===== src/rtl/reg_ctrl_pkg.sv =====
// Shared constants for the register-bank write path: FSM encodings and
// default data/address widths.
package reg_ctrl_pkg;

   typedef enum logic [1:0] {
      ST_IDLE   = 2'd0,
      ST_WRITE  = 2'd1,
      ST_LOCKED = 2'd2
   } state_t;

   localparam int DEF_DW = 8;
   localparam int DEF_AW = 3;

endpackage


===== src/rtl/rr_arbiter.sv =====
// Combinational round-robin picker: returns the first asserted request at or
// after ptr, wrapping past NREQ-1 back to 0.
module rr_arbiter #(
   parameter int NREQ = 4,
   parameter int PW   = $clog2(NREQ)
) (
   input  logic [NREQ-1:0] req,
   input  logic [PW-1:0]   ptr,
   output logic [NREQ-1:0] win,
   output logic [PW-1:0]   win_idx
);

   logic w_found;

   // Position ptr+k in the circular order, without a modulo operator.
   function automatic int wrap_idx(input int p, input int k);
      int j;
      j = p + k;
      if (j >= NREQ) j = j - NREQ;
      return j;
   endfunction

   // Scan from ptr upward and keep only the first hit.
   always_comb begin
      win     = '0;
      win_idx = '0;
      w_found = 1'b0;
      for (int k = 0; k < NREQ; k++) begin
         if (!w_found && req[wrap_idx(int'(ptr), k)]) begin
            w_found                   = 1'b1;
            win[wrap_idx(int'(ptr), k)] = 1'b1;
            win_idx                   = PW'(wrap_idx(int'(ptr), k));
         end
      end
   end

endmodule


===== src/rtl/reg_bank_wr_arbiter.sv =====
// Round-robin write arbiter in front of a bank of NREG registers. A winner's
// addr/data are latched and issued as a one-cycle one-hot reg_en plus reg_d,
// with ack returned to the winner in the same cycle. A held lock keeps the
// bank owned for back-to-back writes.
//
// Handshake: a requester keeps req/addr/data stable until it sees ack; the
// write is issued in the ack cycle (WRITE state), during which all inputs are
// ignored, so a req still high in that cycle never produces a second write.
module reg_bank_wr_arbiter
   import reg_ctrl_pkg::*;
#(
   parameter int NREQ = 4,
   parameter int NREG = 8,
   parameter int AW   = DEF_AW,
   parameter int DW   = DEF_DW
) (
   input  logic              clk,
   input  logic              reset_n,
   input  logic [NREQ-1:0]   req,
   input  logic [NREQ-1:0]   lock,
   input  logic [NREQ*AW-1:0] addr,
   input  logic [NREQ*DW-1:0] data,
   output logic [NREQ-1:0]   gnt,
   output logic [NREQ-1:0]   ack,
   output logic [NREG-1:0]   reg_en,
   output logic [DW-1:0]     reg_d,
   output logic              busy,
   output logic [1:0]        dbg_state
);

   localparam int PW = $clog2(NREQ);

   state_t          r_state;
   state_t          w_next_state;
   logic [PW-1:0]   r_owner;
   logic [PW-1:0]   r_ptr;
   logic [NREQ-1:0] r_gnt;
   logic [NREQ-1:0] r_ack;
   logic [NREG-1:0] r_reg_en;
   logic [DW-1:0]   r_data;

   logic [NREQ-1:0] w_win;
   logic [PW-1:0]   w_win_idx;
   logic [PW-1:0]   w_src_idx;
   logic [NREQ-1:0] w_src_oh;
   logic [AW-1:0]   w_src_addr;
   logic [DW-1:0]   w_src_data;
   logic [NREG-1:0] w_en_dec;
   logic [PW-1:0]   w_ptr_next;
   logic            w_issue;
   logic            w_release;

   rr_arbiter #(
      .NREQ (NREQ),
      .PW   (PW)
   ) u_rr (
      .req     (req),
      .ptr     (r_ptr),
      .win     (w_win),
      .win_idx (w_win_idx)
   );

   assign w_src_addr = addr[int'(w_src_idx)*AW +: AW];
   assign w_src_data = data[int'(w_src_idx)*DW +: DW];
   assign w_ptr_next = (int'(r_owner) == NREQ-1) ? '0 : r_owner + 1'b1;

   // State register.
   always_ff @(posedge clk or negedge reset_n) begin
      if (!reset_n) r_state <= ST_IDLE;
      else          r_state <= w_next_state;
   end

   // Next-state logic: WRITE always lasts one cycle; LOCKED waits on the owner.
   always_comb begin
      w_next_state = r_state;
      case (r_state)
         ST_IDLE:   if (|req) w_next_state = ST_WRITE;
         ST_WRITE:  w_next_state = lock[r_owner] ? ST_LOCKED : ST_IDLE;
         ST_LOCKED: begin
            if (req[r_owner])        w_next_state = ST_WRITE;
            else if (!lock[r_owner]) w_next_state = ST_IDLE;
         end
         default:   w_next_state = ST_IDLE;
      endcase
   end

   // Output control: who is issued this cycle, and when ownership is released.
   always_comb begin
      w_issue   = 1'b0;
      w_release = 1'b0;
      w_src_idx = r_owner;
      w_src_oh  = r_gnt;
      case (r_state)
         ST_IDLE: begin
            w_issue   = |req;
            w_src_idx = w_win_idx;
            w_src_oh  = w_win;
         end
         ST_WRITE:  w_release = !lock[r_owner];
         ST_LOCKED: begin
            w_issue   = req[r_owner];
            w_release = !req[r_owner] && !lock[r_owner];
         end
         default: ;
      endcase
   end

   // Address decode; an out-of-range address yields no enable at all.
   always_comb begin
      w_en_dec = '0;
      if (int'(w_src_addr) < NREG) w_en_dec[w_src_addr] = 1'b1;
   end

   // Latched owner/data and registered outputs; ack and reg_en are single pulses.
   always_ff @(posedge clk or negedge reset_n) begin
      if (!reset_n) begin
         r_owner  <= '0;
         r_ptr    <= '0;
         r_gnt    <= '0;
         r_ack    <= '0;
         r_reg_en <= '0;
         r_data   <= '0;
      end else if (w_issue) begin
         r_owner  <= w_src_idx;
         r_gnt    <= w_src_oh;
         r_ack    <= w_src_oh;
         r_reg_en <= w_en_dec;
         r_data   <= w_src_data;
      end else begin
         r_ack    <= '0;
         r_reg_en <= '0;
         if (w_release) begin
            r_gnt <= '0;
            r_ptr <= w_ptr_next;
         end
      end
   end

   assign gnt       = r_gnt;
   assign ack       = r_ack;
   assign reg_en    = r_reg_en;
   assign reg_d     = r_data;
   assign busy      = (r_state != ST_IDLE);
   assign dbg_state = r_state;

endmodule


===== config.mk =====
export PLATFORM = sky130hd
export DESIGN_NAME = reg_bank_wr_arbiter
export DESIGN_NICKNAME = d
export VERILOG_FILES = /design/src/rtl/reg_ctrl_pkg.sv /design/src/rtl/rr_arbiter.sv /design/src/rtl/reg_bank_wr_arbiter.sv
export SDC_FILE = /design/constraint.sdc
export NUM_CORES = 1
export LEC_CHECK = 0
export BUFFER_PORTS_ARGS = -buffer_cell sky130_fd_sc_hd__buf_4
export CORE_ASPECT_RATIO = 0.6
export CORE_MARGIN = 4
export CORE_UTILIZATION = 44
export CTS_BUF_LIST = sky130_fd_sc_hd__clkbuf_8 sky130_fd_sc_hd__clkbuf_16
export DETAILED_ROUTE_END_ITERATION = 8
export HOLD_SLACK_MARGIN = 0.05
export PLACE_DENSITY = 0.77
export SYNTH_ARGS = -nofsm -noshare
export SYNTH_HDL_FRONTEND = slang
export SYNTH_SLANG_ARGS = --single-unit

===== constraint.sdc =====
create_clock -name clk -period 3.2 [get_ports clk]
set_input_delay 0.48 -clock clk [delete_from_list [all_inputs] [get_ports clk]]
set_output_delay 0.48 -clock clk [all_outputs]
set_load 0.03 [all_outputs]

### After elaboration in Yosys (flattened, before gate mapping)

Index checks and enable logic that the tools add are counted.

* reductions and logical operators: 20
* shift-type cells: 2
* $lt $le $gt $ge: 19
* muxes and demuxes: 59
* $add $sub $neg: 8
* bitwise logic cells: 4
* multiply operators: 1
* equality and inequality tests: 5

Operator list (number)
* $lt 32x4->1 const B: 8
* $mux 32: 8
* $ge 32x1->1 const B: 4
* $ge 32x4->1 const B: 3
* $sub 32x4->32 const B: 3
* $mux 4: 8
* $shiftx 32x6->8: 1
* $mux 2: 10
* $mux 1: 18
* $bmux 1 s2: 6
* $or 4x4->4: 3
* $shiftx 12x5->3: 1
* $logic_and 1x1->1: 9
* $demux 1 s2: 4
* $mux 8: 1
* $add 2x2->3 const B: 2
* $pmux 2 s3: 1
* $logic_not 1->1: 5
* $eq 2x1->1 const B: 2
* $lt 3x4->1 const B: 1
* $mul 2x2->4 const B: 1
* $pmux 1 s2: 2
* $reduce_and 2->1: 2
* $reduce_bool 2->1: 2
* other kinds (13): 13

* input port bits: 54
* output and inout port bits: 27
* word-level logic and storage cells: 125
* register bits after elaboration: 30

### Logic depth before layout (Yosys ltp)

Gate-level depths: netlist of run 1.

* word-level depth: 23
* gate-level depth with buffers: 11
* mapped depth without buffers: 9

### Hierarchy

A second synthesis of run 1 with hierarchy kept.

* cells, all modules: 191
* area, all modules: 2142.1 um^2

Modules (own cells, without submodules)
* reg_bank_wr_arbiter: instances 1, sequential area each 750.7 um^2, cells an instance 123, area an instance 1615.3 um^2
* rr_arbiter: instances 1, sequential area each 0.0 um^2, cells an instance 68, area an instance 526.8 um^2

### Worst setup path before layout of run 1

OpenSTA, ideal clock, no wires.

* kind: register to register
* start point: register r_ptr[0]
* end point: register r_data[0], in the netlist reg_d[0]
* data required time: 3.060 ns
* setup time: 0.140 ns
* period minus slack after synthesis: 3.105 ns
* stages on the path, launching flop included: 12
* path buffers: 3
* data arrival time: 2.965 ns
* slack: 0.095 ns
* cell sequence: dfrtp_1 -> buf_2 -> inv_1 -> ha_1 -> mux4_2 -> nor2b_4 -> a22o_1 -> a211oi_4 -> buf_8 -> buf_4 -> mux2i_1 -> o221ai_1

* cells in the longest elaborated chain, start to end: 17
* elaborated cells on any way between the ends: 42
* classes of those cells: add/sub: 7; order compare: 4; shift: 1; mux: 24; reduce/logical: 6

RTL lines
* start, declared: line reg_bank_wr_arbiter.sv:36 `logic [PW-1:0] r_ptr;`
* start signal, assigned: line reg_bank_wr_arbiter.sv:134 `r_ptr <= w_ptr_next;`
* branches (longest 14 deep; another with $sub 32x4->32)
* $mux 2 *: line rr_arbiter.sv:29 `if (!w_found && req[wrap_idx(int'(ptr), k)]) begin`
* $mux 2 *: line reg_bank_wr_arbiter.sv:93 `case (r_state)`
* $shiftx 32x6->8 *: line reg_bank_wr_arbiter.sv:64 `assign w_src_data = data[int'(w_src_idx)*DW +: DW];`
* end signal, assigned: line reg_bank_wr_arbiter.sv:128 `r_data <= w_src_data;`
* end, declared: line reg_bank_wr_arbiter.sv:40 `logic [DW-1:0] r_data;`

Mark *: on every way between the ends. The select of a mux whose other input is x is not followed.
A chain may end at the register's enable or synchronous reset.

### Worst setup path after layout of run 1

* start point: register r_ptr[0]
* end point: register r_data[1], in the netlist reg_d[1]

Same word-level chain as after synthesis.

==> results of run 1 <==
## Yosys cell counts (all sizes together) (5+ instances only)
cell,n,area share [%]
a211oi,7,3.3
a21o,5,1.9
buf,6,2.5
dfrtp,30,38
ha,9,5.7
inv,8,1.5
mux2i,23,12
nand2,19,3.6
nor2,10,1.9
nor3,9,2.3
o21ai,8,2.0
o221ai,8,3.5
## kinds of logic after synthesis
family,Yosys count,synth area share [%]
multiplexers,31,18.55
buffers and inverters,17,4.528
flip-flops,30,37.74
AND/OR/NAND/NOR,54,14.03
adder cells (fa/ha/maj),9,5.660
AO/OA/AOI/OAI,49,19.50
## metal layers
| layer | track usage (%) | wire (um) | vias to the layer above |
|---|---|---|---|
| met1 | 27.75 | 2472 | 878 |
| met3 | 6.164 | 533 | 5 |
| li1 | - | - | 892 |
| met2 | 28.96 | 2298 | 75 |
| met4 | 4.517 | 27 | 0 |
| met5 | 0 | 0 | - |
## critical path: cells and delay by family (launching register included)
| family | cells | cell delay, ps |
|---|---|---|
| mux | 2 | 750 |
| simple gates | 1 | 170 |
| buf+inv | 2 | 460 |
| flops | 1 | 340 |
| compound gates | 3 | 720 |
| fa+ha+maj | 1 | 340 |
## final cells by class
type	count	area, um^2	share of cell area, %
Clock buffer	6	82.58	3.021
Clock inverter	2	8.758	0.3204
Inverter	8	30.03	1.098
Multi-Input combinational cell	143	1149	42.01
Sequential cell	30	750.7	27.46
Tap cell	60	75.07	2.746
Timing Repair Buffer	85	638.1	23.34
## metrics by stage
step | utilization [%] | hold slack, ps
after detailed placement | 62.41 | 433.4
after CTS | 64.57 | 120.8
after global routing | 64.57 | 139.1
final | 64.57 | 114.0
after floorplan | - | 184.4
after global placement | 62.41 | 428.1
## worst paths after layout
path,endpoint,cells past startpoint
hold reg to reg,reg_d[3]$_DFFE_PN0P_,2
setup / recovery,reg_d[1]$_DFFE_PN0P_,9
setup reg to reg,reg_d[1]$_DFFE_PN0P_,9
min in group clk,reg_d[3]$_DFFE_PN0P_,2
max in group asynchronous,reg_d[6]$_DFFE_PN0P_,1
hold / removal,reg_en[5]$_DFF_PN0_,1
## sequential cells by signal, summed over array words and instances, names as in the netlist
| register | flops |
|---|---|
| ack | 4 |
| dbg_state | 2 |
| gnt | 4 |
| r_owner | 2 |
| r_ptr | 2 |
| reg_d | 8 |
| reg_en | 8 |
## power breakdown
part / total [mW] / switching (mW) / internal [mW] / leakage, nW
logic: 2.02 / 1.18 / 0.842 / 0.985
registers: 0.658 / 0.104 / 0.554 / 0.387
clock network: 0.311 / 0.141 / 0.170 / 0.0524
total: 2.99 / 1.43 / 1.57 / 1.42
==> impl_metrics.tcl, run 1 <==
set metrics [dict create \
    final_nets 336 \
    grt_pass1_vias 1816 \
    cts.sinks 30 \
    gp_congestion 0.8688 \
    first_pass_iters 4 \
    initial_core_util_pct 46.99 \
    cap_violations 0 \
    holdBufCountCts 0 \
    post-route-period-util_pct 92.24 \
    fp.dieArea_mm2 0.005697 \
    clk_pin_slew_ps 70 \
    setup_tns_ps 0 \
    crit_path_top_delay_cell "mux4_2" \
    syn_avg_cell_area_um2 10.47 \
    totalWireLength_um 5331 \
    hold_class "in -> async" \
    p_leak_nw 1.424 \
    overflow 0 \
    rsz0062_at_grt "false" \
    synth.yosys.seq_area_share_pct 37.74 \
    arrival_ps 3080 \
    layout_common_cells "buf_4, dfrtp_1, mux2i_1" \
    drc_errors 0 \
    antenna_found_initial 0 \
    fill_cells 343 \
    ir_drop_mv 0.5549 \
    final_cells 334 \
    clockBufferDepth 2 \
    slew_viol_final 0 \
    grt_max_degree 31 \
    worstPathRequired_ps 3330 \
    postRouteAntennaNets 0 \
    core_area_mm2 0.004234 \
    max_stage_delay_ps 510 \
    rr_startpoint "r_ptr[0]$_DFFE_PN0P_" \
    fp-row-count 18 \
    dp_hpwl_um 4155 \
    htree_levels 2 \
    status "completed" \
    synth_edf_count 0 \
    synth_area_mm2 0.001989 \
    postPlaceCellArea_mm2 0.002643 \
    synth_cell_type_count 42 \
    cts_setup_buffers 0 \
    fin_ws_ps 248.2 \
    final_area_mm2 0.002734 \
    track_usage_pct 19.52 \
    clock_latency_ps 280 \
    yosys_warnings 0 \
    synthFlopType "dfrtp_1" \
    r2r_slack_ps 250 \
    viasPerCell 5.539 \
    drive_gt1_share_pct 38.32 \
    dp_cells 326 \
    ys_ff_latch 30 \
    die_w_um 94.81 \
    cts_tree "yes" \
    syn-num-nets 253 \
    dr_total_vias 1850 \
    pre_cts_slack_ps 255.7 \
    num_io_pins 81 \
    fmax_mhz 338.8 \
    die_y_um 60.09 \
    relSlewSlack_pct 61.06 \
    port_buffers 80 \
    root_buffer "clkbuf_8" \
    cts_buffers 5 \
    layout_commonest_cell "buf_4" \
    routedWlPerCell_um 15.96 \
    path_class "reg -> reg" \
    drt_iter0_drc 103 \
    postCtsResizedCells 0 \
    cp_cell_sequence "inv_1 -> ha_1 -> mux4_2 -> nor2b_4 -> a22o_1 -> a211oi_4 -> buf_4 -> mux2i_1 -> o221ai_1" \
    syn2layout_area_growth_pct 37.42 \
    async_flop_share_pct 100.0 \
    clock_skew_ps 8.852 \
    cp-end-kind "flop" \
    power_mw 2.992 \
    tightest_slew_ps 580.6 \
    startpoint_type "flop" \
    setup_viol 0 \
    path_max_fanout 16 \
    hold_violations 0 \
    n_antenna_cell 0 \
    final.min_clock_period_ps 2952 \
    syn_inst 190 \
    power.density_mw_per_mm2 1094 \
    grt_pass1_wl_um 8611 \
    startpoint "r_ptr[0]$_DFFE_PN0P_" \
]
Power figures use the tool's default switching activity.
==> run 2, diff against run 1 <==
--- a/config.mk
+++ b/config.mk
@@ -9,3 +9,2 @@
 export CORE_ASPECT_RATIO = 0.6
-export CORE_MARGIN = 4
 export CORE_UTILIZATION = 44
--- a/constraint.sdc
+++ b/constraint.sdc
@@ -3,2 +3,2 @@
 set_output_delay 0.48 -clock clk [all_outputs]
-set_load 0.03 [all_outputs]
+set_load 0.02 [all_outputs]
==> impl_metrics.tcl, run 2 (synthesis gave the netlist of run 1 again) <==
set metrics [dict create \
    multi_input_area_mm2 0.001149 \
    fp-row-count 18 \
    post-route-period-util_pct 89.42 \
    holdBufCountCts 0 \
    dp_hpwl_um 4098 \
    track_usage_pct 23.43 \
    num_io_pins 81 \
    final_cells 338 \
    overflow 0 \
    tightest_slew_ps 569.9 \
    dp_cells 327 \
    postRouteAntennaNets 0 \
    initial_core_util_pct 47.24 \
    grt_pass1_wl_um 8321 \
    relSlewSlack_pct 61.78 \
    switchingPower_mw 1.341 \
    hold_slack_ps 116.0 \
    ir_drop_mv 0.5804 \
    core_area_mm2 0.004212 \
    drive_gt1_share_pct 39.21 \
    root_buffer "clkbuf_8" \
    layout_commonest_cell "buf_4" \
    hold_class "in -> async" \
    fmax_mhz 349.5 \
    rr_startpoint "r_ptr[0]$_DFFE_PN0P_" \
    die_w_um 88.81 \
    slew_viol_final 0 \
    drc_errors 0 \
    power.share.clock_pct 10.6 \
    n_antenna_cell 0 \
    p_leak_nw 1.442 \
    cts_buffers 5 \
    rsz0062_at_grt "false" \
    worstPathRequired_ps 3390 \
    clk_pin_slew_ps 70 \
    setup_viol 0 \
    power.density_mw_per_mm2 1072 \
    postCtsResizedCells 0 \
    power_mw 2.962 \
    grt_max_degree 31 \
    antenna_found_initial 0 \
    cp-end-kind "flop" \
    htree_levels 2 \
    clock_latency_ps 280 \
    switching_share_pct 45.28 \
    setup_tns_ps 0 \
    viasPerCell 5.450 \
    first_pass_iters 4 \
    fp.dieArea_mm2 0.004803 \
    seq_area_um2 750.7 \
    final_nets 340 \
    startpoint "r_ptr[0]$_DFFE_PN0P_" \
    status "completed" \
    die_y_um 54.09 \
    fill_cells 359 \
    grt_pass1_vias 1699 \
    clock_skew_ps 3.980 \
    startpoint_type "flop" \
    path_max_fanout 6 \
    hold_violations 0 \
    gp_congestion 0.8829 \
    seq_power_share_pct 22.4 \
    totalWireLength_um 5309 \
    drt_iter0_drc 111 \
    path_class "reg -> reg" \
    layout_common_cells "buf_4, dfrtp_1, mux2i_1" \
    clockBufferDepth 2 \
    comb_power_share_pct 67.0 \
    cts_tree "yes" \
    internal-power_mw 1.621 \
    final.min_clock_period_ps 2861 \
    cts.sinks 30 \
    cap_violations 0 \
    syn2layout_area_growth_pct 38.93 \
    port_buffers 80 \
    routedWlPerCell_um 15.71 \
    arrival_ps 3050 \
    dr_total_vias 1842 \
]
run 2: cell type report:
cell class	count	area share (%)
Multi-Input combinational cell	143	41.56
Timing Repair Buffer	89	24.17
Inverter	8	1.086
Tap cell	60	2.716
Clock inverter	2	0.3169
Sequential cell	30	27.16
Clock buffer	6	2.988
run 2: metal layers:
metal / vias to the layer above / routed length, um / track usage [%]
met5: - / 0 / 0
met4: 0 / 0 / 3.226
met3: 0 / 291 / 5.982
met2: 59 / 2389 / 36.79
met1: 886 / 2629 / 33.40
li1: 897 / - / -
run 2: path summary, 6_finish.rpt:
kind | to | slack, ps | depth (start not counted)
setup reg to reg | reg_en[2]$_DFF_PN0_ | 340 | 10
max in group asynchronous | reg_d[4]$_DFFE_PN0P_ | 2810 | 1
hold / removal | reg_en[1]$_DFF_PN0_ | 120 | 1
setup / recovery | reg_en[2]$_DFF_PN0_ | 340 | 10
hold reg to reg | reg_d[2]$_DFFE_PN0P_ | 500 | 2
min in group clk | reg_d[2]$_DFFE_PN0P_ | 500 | 2
run 2: through the flow:
step / instance area [um^2] / util [%] / setup slack, ps
global route: 2764 / 65.63 / 148.4
floorplan: 1989 / - / 95.43
detailed placement: 2650 / 62.92 / 205.1
finish: 2764 / 65.63 / 338.7
CTS: 2741 / 65.09 / 183.0
global placement: 2650 / 62.92 / 300.9
run 2: timing repair:
item,4_1_cts,5_1_grt
hold endpoints to repair,0,0
endpoints found under the setup margin,0,4
setup buffers,0,3
run 2: critical path, stage by stage (launching register included):
cell and delay, ps:
dfrtp_1 340, inv_1 100, ha_1 350, mux4_2 530, nor2b_4 170, a22o_1 220
a211oi_4 260, buf_4 190, mux2i_1 230, mux2i_1 170, nor3_1 220
run 2: power groups by stage:
stage | registers (mW) | logic, mW | clock network [mW]
6_report | 0.664 | 1.98 | 0.313
5_1_grt | 0.684 | 2.18 | 0.334
4_1_cts | 0.662 | 1.94 | 0.318
3_5_place_dp | 0.665 | 1.93 | 0
3_3_place_gp | 0.659 | 1.88 | 0
2_1_floorplan | 0.837 | 1.17 | 0
